[src/rtl/controlador_somador_serial_pkg.sv]
// Shared types and constants for the serial adder/subtractor controller.
package controlador_somador_serial_pkg;

    // Controller states: wait for a request, process one bit per cycle, flag the result.
    typedef enum logic [1:0] {
        IDLE  = 2'd0,
        SHIFT = 2'd1,
        DONE  = 2'd2
    } estado_t;

    // Mode select values for the M input.
    localparam logic MODO_SOMA = 1'b0;
    localparam logic MODO_SUB  = 1'b1;

endpackage

[src/rtl/somador_subtrator.sv]
// 1-bit full adder / full subtractor cell.
// M=MODO_SOMA: S = A+B+Te, Ts = carry-out.  M=MODO_SUB: S = A-B-Te, Ts = borrow-out.
module somador_subtrator
    import controlador_somador_serial_pkg::*;
(
    input  logic M,
    input  logic A,
    input  logic B,
    input  logic Te,
    output logic S,
    output logic Ts
);

    logic a_eff;

    // Inverting A turns the carry equation into the borrow equation.
    always_comb begin
        a_eff = (M == MODO_SUB) ? ~A : A;
        S     = A ^ B ^ Te;
        Ts    = (a_eff & B) | (Te & (a_eff ^ B));
    end

endmodule

[src/rtl/controlador_somador_serial.sv]
// Serial N-bit adder/subtractor: one bit per clock, LSB first, through a single 1-bit cell.
// Handshake: a request is accepted only when start=1 while the block is idle (busy=0);
// busy stays high from the cycle after acceptance until the done cycle inclusive, done pulses
// for exactly one cycle with S/Ts valid, and S/Ts then hold until the next accepted request.
// Anything presented on start/A/B/M while busy=1 is dropped, never queued.
module controlador_somador_serial
    import controlador_somador_serial_pkg::*;
#(
    parameter int N = 8
) (
    input  logic         clk,
    input  logic         rst,
    input  logic         start,
    input  logic         M,
    input  logic [N-1:0] A,
    input  logic [N-1:0] B,
    output logic         busy,
    output logic         done,
    output logic [N-1:0] S,
    output logic         Ts,
    output estado_t      dbg_estado_o
);

    localparam int CW = (N > 1) ? $clog2(N) : 1;
    localparam logic [CW-1:0] ULTIMO_BIT = CW'(N - 1);

    estado_t        estado_q;
    logic [CW-1:0]  cnt_q;
    logic [N-1:0]   a_q;
    logic [N-1:0]   b_q;
    logic           m_q;
    logic           te_q;
    logic [N-1:0]   s_q;
    logic           busy_q;
    logic           done_q;

    logic           s_bit;
    logic           ts_bit;

    // All bit-level arithmetic lives in the shared cell; it sees the current operand LSBs.
    somador_subtrator u_celula (
        .M  (m_q),
        .A  (a_q[0]),
        .B  (b_q[0]),
        .Te (te_q),
        .S  (s_bit),
        .Ts (ts_bit)
    );

    // Controller FSM plus every datapath register, with registered busy/done.
    always_ff @(posedge clk) begin
        if (rst) begin
            estado_q <= IDLE;
            cnt_q    <= '0;
            a_q      <= '0;
            b_q      <= '0;
            m_q      <= MODO_SOMA;
            te_q     <= 1'b0;
            s_q      <= '0;
            busy_q   <= 1'b0;
            done_q   <= 1'b0;
        end else begin
            case (estado_q)
                IDLE: begin
                    done_q <= 1'b0;
                    if (start) begin
                        a_q      <= A;
                        b_q      <= B;
                        m_q      <= M;
                        cnt_q    <= '0;
                        te_q     <= 1'b0;
                        busy_q   <= 1'b1;
                        estado_q <= SHIFT;
                    end
                end
                SHIFT: begin
                    // Result bits enter from the MSB side so bit 0 ends up at S[0].
                    s_q   <= {s_bit, s_q[N-1:1]};
                    te_q  <= ts_bit;
                    a_q   <= a_q >> 1;
                    b_q   <= b_q >> 1;
                    cnt_q <= cnt_q + 1'b1;
                    if (cnt_q == ULTIMO_BIT) begin
                        done_q   <= 1'b1;
                        estado_q <= DONE;
                    end
                end
                DONE: begin
                    done_q   <= 1'b0;
                    busy_q   <= 1'b0;
                    estado_q <= IDLE;
                end
                default: begin
                    done_q   <= 1'b0;
                    busy_q   <= 1'b0;
                    estado_q <= IDLE;
                end
            endcase
        end
    end

    assign busy         = busy_q;
    assign done         = done_q;
    assign S            = s_q;
    assign Ts           = te_q;
    assign dbg_estado_o = estado_q;

endmodule

[config.mk]
export PLATFORM = sky130hd
export DESIGN_NAME = controlador_somador_serial
export DESIGN_NICKNAME = d
export VERILOG_FILES = /design/src/rtl/controlador_somador_serial_pkg.sv /design/src/rtl/somador_subtrator.sv /design/src/rtl/controlador_somador_serial.sv
export SDC_FILE = /design/constraint.sdc
export NUM_CORES = 1
export LEC_CHECK = 0
export BUFFER_PORTS_ARGS = -buffer_cell sky130_fd_sc_hd__buf_2
export CORE_UTILIZATION = 55
export CTS_CLUSTER_SIZE = 12
export DETAILED_ROUTE_END_ITERATION = 6
export HOLD_SLACK_MARGIN = 0.06
export PLACE_DENSITY = 0.81
export SLEW_MARGIN = 20
export SYNTH_ARGS = -nofsm -noshare
export SYNTH_HDL_FRONTEND = slang
export SYNTH_SLANG_ARGS = --single-unit
[constraint.sdc]
create_clock -name clk -period 3.62 [get_ports clk]
set_input_delay 0.543 -clock clk [delete_from_list [all_inputs] [get_ports clk]]
set_output_delay 0.543 -clock clk [all_outputs]
set_load 0.01 [all_outputs]
==> out/qor.yml <==
insertedDiodeCount: 0
root_buffer: "clkbuf_4"
finClkSkew_ns: 0.004890
cp_cell_sequence: "buf_4 -> o21ba_2 -> nor2_1 -> a211oi_2"
clock_latency_ns: 0.32
wl_per_cell_um: 12.90
slowest_delay_ns: 0.63
grt_pass1_wl_um: 4140
grt_pass1_vias: 923
slowest_stage: "o21ba_2"
ys_types: 25
tns_ns: 0
cts_tree: "done"
grt_max_degree: 34
min_period_ns: 1.695
synthesis.nets: 168
maxCapViolCount: 0
syn_avg_cell_area_um2: 9.906
core_area_um2: 2477
tightestPinTransition_ns: 0.6962
via_per_inst: 5.380
io_buffer_count: 32
p_leak_nw: 0.6893
start_kind: "register"
h-tree-depth: 2
drtIter0Drc: 24
track_usage_pct: 21.61
fmax_mhz: 589.8
p_total_mw: 0.6916
critPathTopFamily: "compound AO/OA/AOI/OAI gates"
hpwl_um: 1817
powerDensity_nw_per_um2: 428.8
clk_pin_slew_ns: 0.09
cp.required_ns: 3.86
routabilityCongestion: 0.6983
dpl.cell_count: 197
syn_inst: 145
rsz0062_at_grt: "false"
fin_cells: 205
rows: 18
outcome: "complete, no violations"
grt.overflow.total: 0
final_hold_viol_count: 0
final_cell_mix: "dfxtp_1 (33), buf_2 (32), nor2_1 (22), nand2_1 (17), mux2i_1 (15)"
worstHoldPathType: "in -> reg"
period_share_pct: 46.83
multi_input_area_um2: 694.4
antenna_found_initial: 0
critPathCaptureType: "register"
drc: 0
ctsResizeCount: 0
holdBufCountCts: 0
clock_path_buffers: 2
regArea_um2: 660.6
peakVddDrop_uv: 297.5
arrival_ns: 1.93
drive_gt1_share_pct: 29.14
clock_sinks: 33
crit_type: "reg -> reg"
timing.critical_path.buf_inv: 1
nFillCells: 217
drt_wl_total_um: 2644
ys_seq_area_share_pct: 45.99
nets: 197
syn_to_final_growth_pct: 12.28
fin_util_pct: 65.10
rrSetupSlack_ns: 1.92
cts_buffers: 5
io_pins: 33
layout_commonest_cell: "dfxtp_1"
vias: 1103
slew_viol_final: 0
netlist_area_um2: 1436
setup_viol: 0
crit_fanout: 29
die_h_um: 53.11
route.antenna.remaining_nets: 0
die-area_um2: 2820
cts_setup_buffers: 0
ys_warn_count: 0
ys_ff_latch: 33
die_w_um: 53.11
relSlewSlack_pct: 53.59
start_util_pct: 57.98
detailedRoute.firstPassIterationCount: 4
path summary, 6_finish.rpt:
kind	start	to	cells after the start
setup / recovery	dbg_estado_o[0]	b_q[1]	4
hold / removal	M	m_q	3
setup reg to reg	dbg_estado_o[0]	b_q[1]	4
hold reg to reg	S[0]	S[0]	2
cells by family (layout without fill, tap and decap cells):
kind of cell	after synthesis	after routing	synth area share [%]
AND/OR/NAND/NOR	48	48	14.29
flip-flops	33	33	45.99
AO/OA/AOI/OAI	32	32	18.73
multiplexers	15	15	10.45
buffers and inverters	12	42	5.661
adder cells (fa/ha/maj)	3	3	2.614
XOR/XNOR	2	2	2.265
cell usage after synthesis:
cell,instances,area share (%)
a211oi_1,5,2.6
a211oi_2,10,8.7
a21oi_1,10,3.5
a22oi_1,4,2.1
and2_1,1,0.44
and2b_1,1,0.52
buf_2,2,0.70
buf_4,1,0.52
buf_6,4,3.1
clkbuf_1,4,1.0
dfxtp_1,33,46
ha_1,3,2.6
inv_1,1,0.26
mux2i_1,15,10
nand2_1,17,4.4
nand2b_1,1,0.44
nor2_1,22,5.7
nor2b_1,1,0.44
nor3_1,4,1.4
nor3b_2,1,0.87
o21ai_1,1,0.35
o21ba_2,1,0.70
o21bai_2,1,0.78
xor2_1,1,0.61
xor3_1,1,1.7
final cells by class:
class / instances / share of cell area [%]
flip-flops and latches: 33 / 40.96
inverters: 1 / 0.2327
clock buffers: 8 / 3.026
well taps: 30 / 2.327
multi-input cells: 100 / 43.06
repair buffers: 33 / 10.40
metal layers:
metal | vias to the layer above | global-route usage (%) | wire [um]
met5 | - | 0 | 0
li1 | 560 | - | -
met1 | 516 | 26.37 | 1255
met2 | 23 | 32.70 | 1221
met3 | 4 | 7.759 | 123
met4 | 0 | 11.84 | 43
per-stage QoR:
stage                     hold WS (ns)  setup WS (ns)  area, um^2
final                           0.4558          1.925        1613
after global routing            0.4507          1.743        1613
after CTS                       0.4469          1.912        1613
after detailed placement        0.4505          1.943        1564
after global placement          0.4395          2.043        1564
after floorplan                 0.4435          2.299        1436
worst min-delay path: stages:
cell and delay (ns):
buf_2 0.08, mux2i_1 0.05, nor2_1 0.07
power breakdown:
group / total (mW) / internal, mW / switching, mW
Combinational: 0.105 / 0.0464 / 0.0585
Sequential: 0.398 / 0.385 / 0.0132
Clock: 0.189 / 0.0774 / 0.112
sequential cells by signal, summed over array words and instances, names as in the netlist:
| register | cells |
|---|---|
| busy | 1 |
| S | 8 |
| done | 1 |
| b_q | 8 |
| a_q | 8 |
| Ts | 1 |
| m_q | 1 |
| cnt_q | 3 |
| dbg_estado_o | 2 |
Power figures use the tool's default switching activity.
